## src/rtl/ccs_seq_ctl_if.sv

```systemverilog
// CCS sequencer host/switch-stage signal bundle: config write, emission control and active settings.
// master = host/bench side, slave = sequencer side.
interface ccs_seq_ctl_if;
    logic        cfg_wr_i;
    logic [1:0]  cfg_mode_i;
    logic [20:0] cfg_period_i;
    logic [20:0] cfg_duty_i;
    logic [7:0]  cfg_fpul_i;
    logic        cfg_ack_o;
    logic        cfg_err_o;
    logic        emit_req_i;
    logic        interlock_ok_i;
    logic        fault_i;
    logic        fault_clr_i;
    logic        enable_o;
    logic        ccs_rd_o;
    logic [1:0]  mode_sel_o;
    logic [20:0] period_count_o;
    logic [20:0] duty_count_o;
    logic [7:0]  fpul_dep_delay_o;
    logic [2:0]  state_o;

    modport master (
        output cfg_wr_i, cfg_mode_i, cfg_period_i, cfg_duty_i, cfg_fpul_i,
        output emit_req_i, interlock_ok_i, fault_i, fault_clr_i,
        input  cfg_ack_o, cfg_err_o, enable_o, ccs_rd_o, mode_sel_o,
        input  period_count_o, duty_count_o, fpul_dep_delay_o, state_o
    );

    modport slave (
        input  cfg_wr_i, cfg_mode_i, cfg_period_i, cfg_duty_i, cfg_fpul_i,
        input  emit_req_i, interlock_ok_i, fault_i, fault_clr_i,
        output cfg_ack_o, cfg_err_o, enable_o, ccs_rd_o, mode_sel_o,
        output period_count_o, duty_count_o, fpul_dep_delay_o, state_o
    );
endinterface

```

## src/rtl/ccs_seq_ctl.sv

```systemverilog
// Purpose: CCS lightout sequencer (IDLE/ARM/EMIT/STOP/FAULT) plus validated config shadow; CCS_SOFTSTART_EN adds EMIT duty ramp in mode 11.
// Latency: enable 1 edge after request, ccs_rd ARM_DLY edges later; config ack/err and data 1 edge after write.
// Backpressure: none; every config write gets exactly one ack or err pulse, writes may be back-to-back.
module ccs_seq_ctl #(
    parameter int unsigned ARM_DLY    = 64000,
    parameter int unsigned STOP_DLY   = 6400,
    parameter int unsigned PERIOD_MIN = 1280,
    parameter int unsigned PERIOD_MAX = 1280000
`ifdef CCS_SOFTSTART_EN
    ,
    parameter int unsigned RAMP_STEP  = 64,
    parameter int unsigned RAMP_TICK  = 640
`endif
) (
    input  logic          clk64_i,
    input  logic          rstn_i,
    ccs_seq_ctl_if.slave  bus
);

    typedef enum logic [2:0] {
        S_IDLE  = 3'd0,
        S_ARM   = 3'd1,
        S_EMIT  = 3'd2,
        S_STOP  = 3'd3,
        S_FAULT = 3'd4
    } state_t;

    state_t      state;
    state_t      state_nxt;
    logic [23:0] timer;
    logic        enable;
    logic        ccs_rd;

    logic        cfg_ok;
    logic        ack;
    logic        err;
    logic [1:0]  mode_sel;
    logic [1:0]  mode_pend;
    logic        mode_pend_vld;
    logic [20:0] period_sh;
    logic [20:0] duty_sh;
    logic [7:0]  fpul_sh;

    always_comb begin
        state_nxt = state;
        // Fault and interlock loss pre-empt every other transition.
        if ((state != S_FAULT) && (bus.fault_i || !bus.interlock_ok_i)) begin
            state_nxt = S_FAULT;
        end else begin
            case (state)
                S_IDLE:  if (bus.emit_req_i) state_nxt = S_ARM;
                S_ARM: begin
                    if (!bus.emit_req_i)     state_nxt = S_IDLE;
                    else if (timer == '0)    state_nxt = S_EMIT;
                end
                S_EMIT:  if (!bus.emit_req_i) state_nxt = S_STOP;
                S_STOP:  if (timer == '0)     state_nxt = S_IDLE;
                S_FAULT: begin
                    if (bus.fault_clr_i && !bus.fault_i && bus.interlock_ok_i && !bus.emit_req_i)
                        state_nxt = S_IDLE;
                end
                default: state_nxt = S_IDLE;
            endcase
        end
    end

    always_ff @(posedge clk64_i or negedge rstn_i) begin
        if (!rstn_i) begin
            state  <= S_IDLE;
            enable <= 1'b0;
            ccs_rd <= 1'b0;
            timer  <= '0;
        end else begin
            state  <= state_nxt;
            enable <= (state_nxt == S_ARM) || (state_nxt == S_EMIT) || (state_nxt == S_STOP);
            ccs_rd <= (state_nxt == S_EMIT);
            if ((state == S_IDLE) && (state_nxt == S_ARM))
                timer <= 24'(ARM_DLY - 1);
            else if ((state == S_EMIT) && (state_nxt == S_STOP))
                timer <= 24'(STOP_DLY - 1);
            else if (state_nxt != state)
                timer <= '0;
            else if (timer != '0)
                timer <= timer - 24'd1;
        end
    end

    always_comb begin
        cfg_ok = 1'b1;
        if (bus.cfg_mode_i != 2'b00) begin
            cfg_ok = (bus.cfg_period_i >= 21'(PERIOD_MIN)) &&
                     (bus.cfg_period_i <= 21'(PERIOD_MAX)) &&
                     (bus.cfg_duty_i   <= bus.cfg_period_i);
        end
    end

    always_ff @(posedge clk64_i or negedge rstn_i) begin
        if (!rstn_i) begin
            ack           <= 1'b0;
            err           <= 1'b0;
            period_sh     <= '0;
            duty_sh       <= '0;
            fpul_sh       <= '0;
            mode_sel      <= '0;
            mode_pend     <= '0;
            mode_pend_vld <= 1'b0;
        end else begin
            ack <= bus.cfg_wr_i && cfg_ok;
            err <= bus.cfg_wr_i && !cfg_ok;
            if (bus.cfg_wr_i && cfg_ok) begin
                period_sh <= bus.cfg_period_i;
                duty_sh   <= bus.cfg_duty_i;
                fpul_sh   <= bus.cfg_fpul_i;
            end
            // Mode only changes while idle; a write landing on the IDLE entry edge beats the pending one.
            if (bus.cfg_wr_i && cfg_ok && ((state == S_IDLE) || (state_nxt == S_IDLE))) begin
                mode_sel      <= bus.cfg_mode_i;
                mode_pend_vld <= 1'b0;
            end else begin
                if (bus.cfg_wr_i && cfg_ok) begin
                    mode_pend     <= bus.cfg_mode_i;
                    mode_pend_vld <= 1'b1;
                end
                if (mode_pend_vld && (state_nxt == S_IDLE)) begin
                    mode_sel      <= mode_pend;
                    mode_pend_vld <= 1'b0;
                end
            end
        end
    end

`ifdef CCS_SOFTSTART_EN
    logic        ramp_act;
    logic [20:0] ramp;
    logic [23:0] ramp_tick;
    logic [21:0] ramp_sum;

    assign ramp_act = (state == S_EMIT) && (mode_sel == 2'b11);
    assign ramp_sum = {1'b0, ramp} + 22'(RAMP_STEP);

    always_ff @(posedge clk64_i or negedge rstn_i) begin
        if (!rstn_i) begin
            ramp      <= '0;
            ramp_tick <= '0;
        end else if (!ramp_act) begin
            ramp      <= '0;
            ramp_tick <= '0;
        end else if (duty_sh < ramp) begin
            ramp <= duty_sh;
        end else if (ramp_tick == 24'(RAMP_TICK - 1)) begin
            ramp_tick <= '0;
            ramp      <= (ramp_sum > {1'b0, duty_sh}) ? duty_sh : ramp_sum[20:0];
        end else begin
            ramp_tick <= ramp_tick + 24'd1;
        end
    end

    assign bus.duty_count_o = ramp_act ? ramp : duty_sh;
`else
    assign bus.duty_count_o = duty_sh;
`endif

    assign bus.enable_o         = enable;
    assign bus.ccs_rd_o         = ccs_rd;
    assign bus.state_o          = state;
    assign bus.cfg_ack_o        = ack;
    assign bus.cfg_err_o        = err;
    assign bus.mode_sel_o       = mode_sel;
    assign bus.period_count_o   = period_sh;
    assign bus.fpul_dep_delay_o = fpul_sh;

endmodule

```

## src/flat_wrapper.sv

```systemverilog
// flat-port wrapper written by rule: the top's interface ports become plain ports
module ccs_seq_ctl_flat 
#(
    parameter int unsigned ARM_DLY    = 64000,
    parameter int unsigned STOP_DLY   = 6400,
    parameter int unsigned PERIOD_MIN = 1280,
    parameter int unsigned PERIOD_MAX = 1280000

)
  (clk64_i, rstn_i, bus_cfg_wr_i, bus_cfg_mode_i, bus_cfg_period_i, bus_cfg_duty_i, bus_cfg_fpul_i, bus_emit_req_i, bus_interlock_ok_i, bus_fault_i, bus_fault_clr_i, bus_cfg_ack_o, bus_cfg_err_o, bus_enable_o, bus_ccs_rd_o, bus_mode_sel_o, bus_period_count_o, bus_duty_count_o, bus_fpul_dep_delay_o, bus_state_o);
  ccs_seq_ctl_if bus_i ();
  input  logic clk64_i;
  input  logic rstn_i;
  input wire logic [$bits(bus_i.cfg_wr_i)-1:0] bus_cfg_wr_i;
  input wire logic [$bits(bus_i.cfg_mode_i)-1:0] bus_cfg_mode_i;
  input wire logic [$bits(bus_i.cfg_period_i)-1:0] bus_cfg_period_i;
  input wire logic [$bits(bus_i.cfg_duty_i)-1:0] bus_cfg_duty_i;
  input wire logic [$bits(bus_i.cfg_fpul_i)-1:0] bus_cfg_fpul_i;
  input wire logic [$bits(bus_i.emit_req_i)-1:0] bus_emit_req_i;
  input wire logic [$bits(bus_i.interlock_ok_i)-1:0] bus_interlock_ok_i;
  input wire logic [$bits(bus_i.fault_i)-1:0] bus_fault_i;
  input wire logic [$bits(bus_i.fault_clr_i)-1:0] bus_fault_clr_i;
  output wire logic [$bits(bus_i.cfg_ack_o)-1:0] bus_cfg_ack_o;
  output wire logic [$bits(bus_i.cfg_err_o)-1:0] bus_cfg_err_o;
  output wire logic [$bits(bus_i.enable_o)-1:0] bus_enable_o;
  output wire logic [$bits(bus_i.ccs_rd_o)-1:0] bus_ccs_rd_o;
  output wire logic [$bits(bus_i.mode_sel_o)-1:0] bus_mode_sel_o;
  output wire logic [$bits(bus_i.period_count_o)-1:0] bus_period_count_o;
  output wire logic [$bits(bus_i.duty_count_o)-1:0] bus_duty_count_o;
  output wire logic [$bits(bus_i.fpul_dep_delay_o)-1:0] bus_fpul_dep_delay_o;
  output wire logic [$bits(bus_i.state_o)-1:0] bus_state_o;
  assign bus_i.cfg_wr_i = bus_cfg_wr_i;
  assign bus_i.cfg_mode_i = bus_cfg_mode_i;
  assign bus_i.cfg_period_i = bus_cfg_period_i;
  assign bus_i.cfg_duty_i = bus_cfg_duty_i;
  assign bus_i.cfg_fpul_i = bus_cfg_fpul_i;
  assign bus_i.emit_req_i = bus_emit_req_i;
  assign bus_i.interlock_ok_i = bus_interlock_ok_i;
  assign bus_i.fault_i = bus_fault_i;
  assign bus_i.fault_clr_i = bus_fault_clr_i;
  assign bus_cfg_ack_o = bus_i.cfg_ack_o;
  assign bus_cfg_err_o = bus_i.cfg_err_o;
  assign bus_enable_o = bus_i.enable_o;
  assign bus_ccs_rd_o = bus_i.ccs_rd_o;
  assign bus_mode_sel_o = bus_i.mode_sel_o;
  assign bus_period_count_o = bus_i.period_count_o;
  assign bus_duty_count_o = bus_i.duty_count_o;
  assign bus_fpul_dep_delay_o = bus_i.fpul_dep_delay_o;
  assign bus_state_o = bus_i.state_o;
  ccs_seq_ctl #(.ARM_DLY(ARM_DLY), .STOP_DLY(STOP_DLY), .PERIOD_MIN(PERIOD_MIN), .PERIOD_MAX(PERIOD_MAX)) u_core (.clk64_i(clk64_i), .rstn_i(rstn_i), .bus(bus_i));
endmodule
```

## config.mk

```make
export PLATFORM = sky130hd
export DESIGN_NAME = ccs_seq_ctl_flat
export DESIGN_NICKNAME = d
export VERILOG_FILES = /design/src/rtl/ccs_seq_ctl_if.sv /design/src/rtl/ccs_seq_ctl.sv /design/src/flat_wrapper.sv
export SDC_FILE = /design/constraint.sdc
export NUM_CORES = 1
export LEC_CHECK = 0
export ABC_AREA = 1
export CORE_MARGIN = 5
export CORE_UTILIZATION = 49
export CTS_CLUSTER_DIAMETER = 50
export DETAILED_ROUTE_END_ITERATION = 7
export GPL_TIMING_DRIVEN = 0
export PLACE_DENSITY = 0.8
export SYNTH_ARGS = -nofsm -noshare
export SYNTH_HDL_FRONTEND = slang
export SYNTH_SLANG_ARGS = --single-unit
```

## constraint.sdc

```tcl
create_clock -name clk64_i -period 2.6 [get_ports clk64_i]
set_clock_uncertainty 0.2 [all_clocks]
set_input_delay 0.26 -clock clk64_i [delete_from_list [all_inputs] [get_ports clk64_i]]
set_output_delay 0.26 -clock clk64_i [all_outputs]
set_load 0.005 [all_outputs]
```

-- Word level (Yosys, flattened, before mapping)
Cells that the tools add are included.
W data, S select, Z words.
- register bits after elaboration: 86
- latch bits: 0
- memory bits (writable): 0
- memory bits (read-only): 0
- input port bits: 59
- output and inout bits: 59
- word-level logic and storage cells: 73
- memories: 0
- add/sub/neg operators: 1
- $mul: 0
- div/mod/pow operators: 0
- magnitude comparators: 3
- equal/unequal tests: 9
- shifts and indexed selects: 0
- muxes and demuxes: 18
- bitwise logic cells: 1
- reductions and logical operators: 29
- operators with widths (cell ; count):
    $mux W24 ; 4
    $logic_not A24 Y1 ; 1
    $reduce_bool A24 Y1 ; 1
    $sub A24 B1 Y24 const B ; 1
    $ge A21 B11 Y1 const B ; 1
    $le A21 B21 Y1 ; 1
    $le A21 B21 Y1 const B ; 1
    $mux W3 ; 7
    $pmux W3 S5 ; 1
    $eq A3 B2 Y1 const B ; 4
    $logic_and A1 B1 Y1 ; 12
    $eq A3 B1 Y1 const B ; 2
    $logic_not A3 Y1 ; 2
    $logic_not A1 Y1 ; 4
    $logic_or A1 B1 Y1 ; 4
    $mux W1 ; 4
    $mux W2 ; 2
    $reduce_bool A2 Y1 ; 2
    $reduce_bool A4 Y1 ; 1
    $eq A3 B3 Y1 const B ; 1
    $ne A3 B3 Y1 ; 1
    $ne A3 B3 Y1 const B ; 1
    $reduce_bool A3 Y1 ; 1
    $reduce_and A2 Y1 ; 1
    $not A1 Y1 ; 1

-- Depth between registers and ports, before layout
- word-level depth: 12
- gate-level depth with buffers: 19
- mapped depth without buffers: 19

-- Least setup slack after synthesis
OpenSTA, ideal clock, no wires.
- kind: register to register
- from: register u_core.timer[0]
- to: register u_core.timer[1]
- library setup time: 137 ps
- arrival: 1838 ps
- required time: 2263 ps
- path slack: 425 ps
- stages on the path, launching flop included: 15
- path buffers: 1
- clock period less this slack: 2175 ps
- cell sequence: dfrtp_1 > inv_1 > ha_1 > nand2_2 > nor2_1 > nand3_1 > nand3_2 > nand4_2 > nand2_1 > nand2_1 > nand2_1 > nor2_4 > buf_6 > nand2_1 > nand3_1
- cells in the longest elaborated chain, start to end: 9
- elaborated cells on any way between the ends: 18
- classes of those cells: add/sub (1); eq/ne (3); mux (9); reduce/logical (5)
- RTL lines (element ; line ; text):
    from (decl) ; ccs_seq_ctl.sv:30 ; logic [23:0] timer;
    from (signal assigned) ; ccs_seq_ctl.sv:78 ; timer <= 24'(ARM_DLY - 1);
    from (signal assigned) ; ccs_seq_ctl.sv:80 ; timer <= 24'(STOP_DLY - 1);
    from (signal assigned) ; ccs_seq_ctl.sv:84 ; timer <= timer - 24'd1;
    $logic_not A24 Y1 ; ccs_seq_ctl.sv:54, ccs_seq_ctl.sv:57 ;
    $mux W3 ; ccs_seq_ctl.sv:54 ; else if (timer == '0) state_nxt = S_EMIT;
    $mux W3 ; ccs_seq_ctl.sv:53 ; if (!bus.emit_req_i) state_nxt = S_IDLE;
    $pmux W3 S5 ; ccs_seq_ctl.sv:50 ; case (state)
    $mux W3 ; ccs_seq_ctl.sv:47 ; if ((state != S_FAULT) && (bus.fault_i || !bus.interlock_ok_i)) begin
    $ne A3 B3 Y1 / $eq A3 B2 Y1 (equally long branches) ; ccs_seq_ctl.sv:81, ccs_seq_ctl.sv:79 ;
    $mux W24 / $logic_and A1 B1 Y1 (equally long branches) ; ccs_seq_ctl.sv:81, ccs_seq_ctl.sv:79 ;
    $mux W24 ; ccs_seq_ctl.sv:79 ; else if ((state == S_EMIT) && (state_nxt == S_STOP))
    $mux W24 ; ccs_seq_ctl.sv:77 ; if ((state == S_IDLE) && (state_nxt == S_ARM))
Parallel ways exist; a longest one is shown, timed or not. The select of a mux whose other input is x is not followed.
A chain may end at the register's enable or synchronous reset.

-- Worst setup path after layout
- from: input port bus_cfg_period_i[14]
- to: register u_core.duty_sh[18] (netlist: u_core.bus.duty_count_o[18])
- cells in the longest elaborated chain, start to end: 5
- elaborated cells on any way between the ends: 7
- classes of those cells: order compare (3); mux (1); reduce/logical (3)
- RTL lines (element ; line ; text):
    from (decl) ; flat_wrapper.sv:16 ; input wire logic [$bits(bus_i.cfg_period_i)-1:0] bus_cfg_period_i;
    $ge A21 B11 Y1 / $le A21 B21 Y1 (equally long branches) ; ccs_seq_ctl.sv:91, ccs_seq_ctl.sv:92 ;
    $logic_and A1 B1 Y1 ; ccs_seq_ctl.sv:91 ; cfg_ok = (bus.cfg_period_i >= 21'(PERIOD_MIN)) &&
    $logic_and A1 B1 Y1 (*) ; ccs_seq_ctl.sv:92 ; (bus.cfg_period_i <= 21'(PERIOD_MAX)) &&
    $mux W1 (*) ; ccs_seq_ctl.sv:90 ; if (bus.cfg_mode_i != 2'b00) begin
    $logic_and A1 B1 Y1 (*) ; ccs_seq_ctl.sv:110 ; if (bus.cfg_wr_i && cfg_ok) begin
    to (signal assigned) ; ccs_seq_ctl.sv:112 ; duty_sh <= bus.cfg_duty_i;
    to (decl) ; ccs_seq_ctl.sv:41 ; logic [20:0] duty_sh;
Mark *: on every way between the ends. The rest lies on a longest branch, timed or not.

==> run metrics <==
Worst Slack Setup Final=0.125 ns; Die Ht=106 um; commonest non-fill, non-tap cell in the layout=nand2_1; Antenna Nets Post-Route=0; first-pass GRT wire length=20200 um; Core Area=9110 um2; worst-skew pair later-pin latency=0.36 ns; min Tclk post-route=2.47 ns; DRC errors left=0; Slew headroom=69.4%; top post-synthesis cells by area=dfrtp_1, nand2_1, ha_1, inv_1, o21ai_0; Die W=106 um; drt pass-1 iters=5; dpl hpwl=9190 um; worst-path maximum fanout=10; Leak Pwr=0.00309 uW; total CTS buffers=9; Syn Inst Count=559; Hold WS=0.0526 ns; CTS tree=done; share of the synthesized area in the top cell type=47.6%; Final Non-Filler Cells=807; endpoints failing hold=0; site row count=35; most frequent cells in the layout=nand2_1, clkdlybuf4s50_1, dfrtp_1, inv_1, nor2_1; Post-synth EDFFs=0; final WL=12000 um; Clock Pin Slew Worst Setup and Hold Paths=0.09 ns; wire per inst=14.9 um; yosys warns=0; 1st-iter DRT viols=115; fraction of layout cells with a size suffix above 1=11.6%; kind of critical path=in2reg; CTS Root Cell=clkbuf_8; Max-Cap Viols=0; cell type with the largest total area after synthesis=dfrtp_1; gr ovfl total=0; initial antenna violation count=0; Post-Place Cells=788; final design utilization=68.2%; H-tree level count=3; Pwr Total=4750 uW; pre-CTS WS=-0.528 ns; maximum vdd drop=0.000372 V; Syn Area/Cell=8.09 um2; CTS sink cnt=86; top_reg_cell synth=dfrtp_1; GRT Util Overall=22.1%; Max Transition Viols Final=0; I/O Buffers=117; asr flop ratio synth=100%; antenna cells=0; via count=4143; Synth Register Bits=86; Mapped Area=4520 um2; Worst-Margin Slew=0.458 ns; arrival time worst endpoint=2.57 ns; worst min path class=in2reg; Seq/Total Area, Yosys=47.6%; Initial Util=49.7%; IO Pins=118; GP Congestion=0.897; vias per inst=5.13; vias in the first global route=4397; synthesized net count=640; worst endpoint required time=2.70 ns; CP Launch Type=input port; maximum root-to-sink buffer count=2; Power Density=765 nW/um2; nets=772; status=finished, final reports clean; Final Cycle Share=95.2%; largest net degree at the start of global routing=74; fmax=404 MHz; # setup viols final=0; Synth cell types=32; Worst Setup End Kind=flip-flop; Die ar.=11300 um2; Layout area overhead=37.3%
[Yosys cell counts, types with 2 or more instances]
cell	instances
inv_2	2
nand3_1	28
a21oi_2	2
o21ai_0	33
buf_2	6
nand3_2	3
a21oi_1	18
nand2_1	183
ha_1	22
nor2_2	9
nand3b_1	2
nor3_1	12
nor2_1	40
inv_1	56
buf_6	2
clkbuf_1	5
xor2_1	11
nand4_1	10
xnor2_1	7
nand2_2	7
dfrtp_1	86
nor2_4	3
nor3_2	3
[flip-flops by register name, indices dropped and copies added (netlist names)]
register,count
u_core.timer,24
u_core.bus.duty_count_o,21
u_core.bus.period_count_o,21
u_core.bus.fpul_dep_delay_o,8
u_core.bus.state_o,3
u_core.bus.mode_sel_o,2
u_core.mode_pend,2
u_core.bus.ccs_rd_o,1
u_core.bus.cfg_ack_o,1
u_core.bus.cfg_err_o,1
u_core.bus.enable_o,1
u_core.mode_pend_vld,1
[power by group]
part,switching (uW),total [uW],internal (uW)
sequential,253,1920,1670
clock,495,1040,540
combinational,926,1790,869
total,1670,4750,3080
[what timing repair did]
item                                    CTS  global route
pin swaps                                 0             2
endpoints found under the setup margin   56            80
endpoints found under the hold margin    86             0
resized for setup                        11            34
hold buffers                              1             0
buffers inserted                          0             2
[layout make-up]
class | count | area, um2
Inverter | 58 | 218
Timing Repair Buffer | 121 | 1220
Fill cell | 720 | 2900
Multi-Input combinational cell | 401 | 2150
Clock inverter | 6 | 86.3
Sequential cell | 86 | 2150
Tap cell | 111 | 139
Buffer | 14 | 119
Clock buffer | 10 | 128
[per-layer routing]
metal | track usage, % | up-vias | part of all wire [%]
li1 | - | 2044 | -
met1 | 25.8 | 1957 | 41
met2 | 38.2 | 120 | 50
met3 | 6.74 | 22 | 7.2
met4 | 8.23 | 0 | 2.2
met5 | 0 | - | 0
[worst max-delay path, cell delays in order]
cell and delay [ns]:
clkdlybuf4s50_1 0.48, inv_1 0.09, ha_1 0.30, a21oi_1 0.15
o21ai_0 0.11, a21oi_1 0.18, nand3_1 0.11, nand2_1 0.08
nand2_1 0.05, nand2_1 0.09, nand2_2 0.07, inv_2 0.13
buf_2 0.25, nand2_1 0.11, nand2_1 0.09
[cells by family (layout without fill, tap and decap cells)]
family                   after synthesis  in the layout  share of synthesized area, %
AO/OA/AOI/OAI                         56             56                          6.53
XOR/XNOR                              18             18                          3.48
adder cells (fa/ha/maj)               22             22                          6.08
buffers and inverters                 72            209                          6.47
flip-flops                            86             86                          47.6
AND/OR/NAND/NOR                      305            305                          29.9
[final timing paths]
kind | from | cells after the start | to | slack (ns)
max reg2reg | u_core.timer[0] | 11 | u_core.timer[14] | 0.17
min in group asynchronous | rstn_i | 2 | u_core.timer[1] | 0.10
min reg2reg | u_core.bus.fpul_dep_delay_o[3] | 2 | u_core.bus.fpul_dep_delay_o[3] | 0.29
max in group asynchronous | rstn_i | 3 | u_core.bus.duty_count_o[2] | 1.50
max | bus_cfg_period_i[14] | 15 | u_core.bus.duty_count_o[18] | 0.13
min | bus_cfg_period_i[18] | 3 | u_core.bus.period_count_o[18] | 0.05
[metrics by stage]
step / TNS, ns / cell area [um2]
2_1_floorplan: 0 / 4520
3_3_place_gp: -189.63 / 5830
3_5_place_dp: -23.70 / 5860
4_1_cts: -0.00214 / 6110
5_1_grt: -1.34 / 6210
6_report: 0 / 6210
Power figures use the tool's default switching activity.
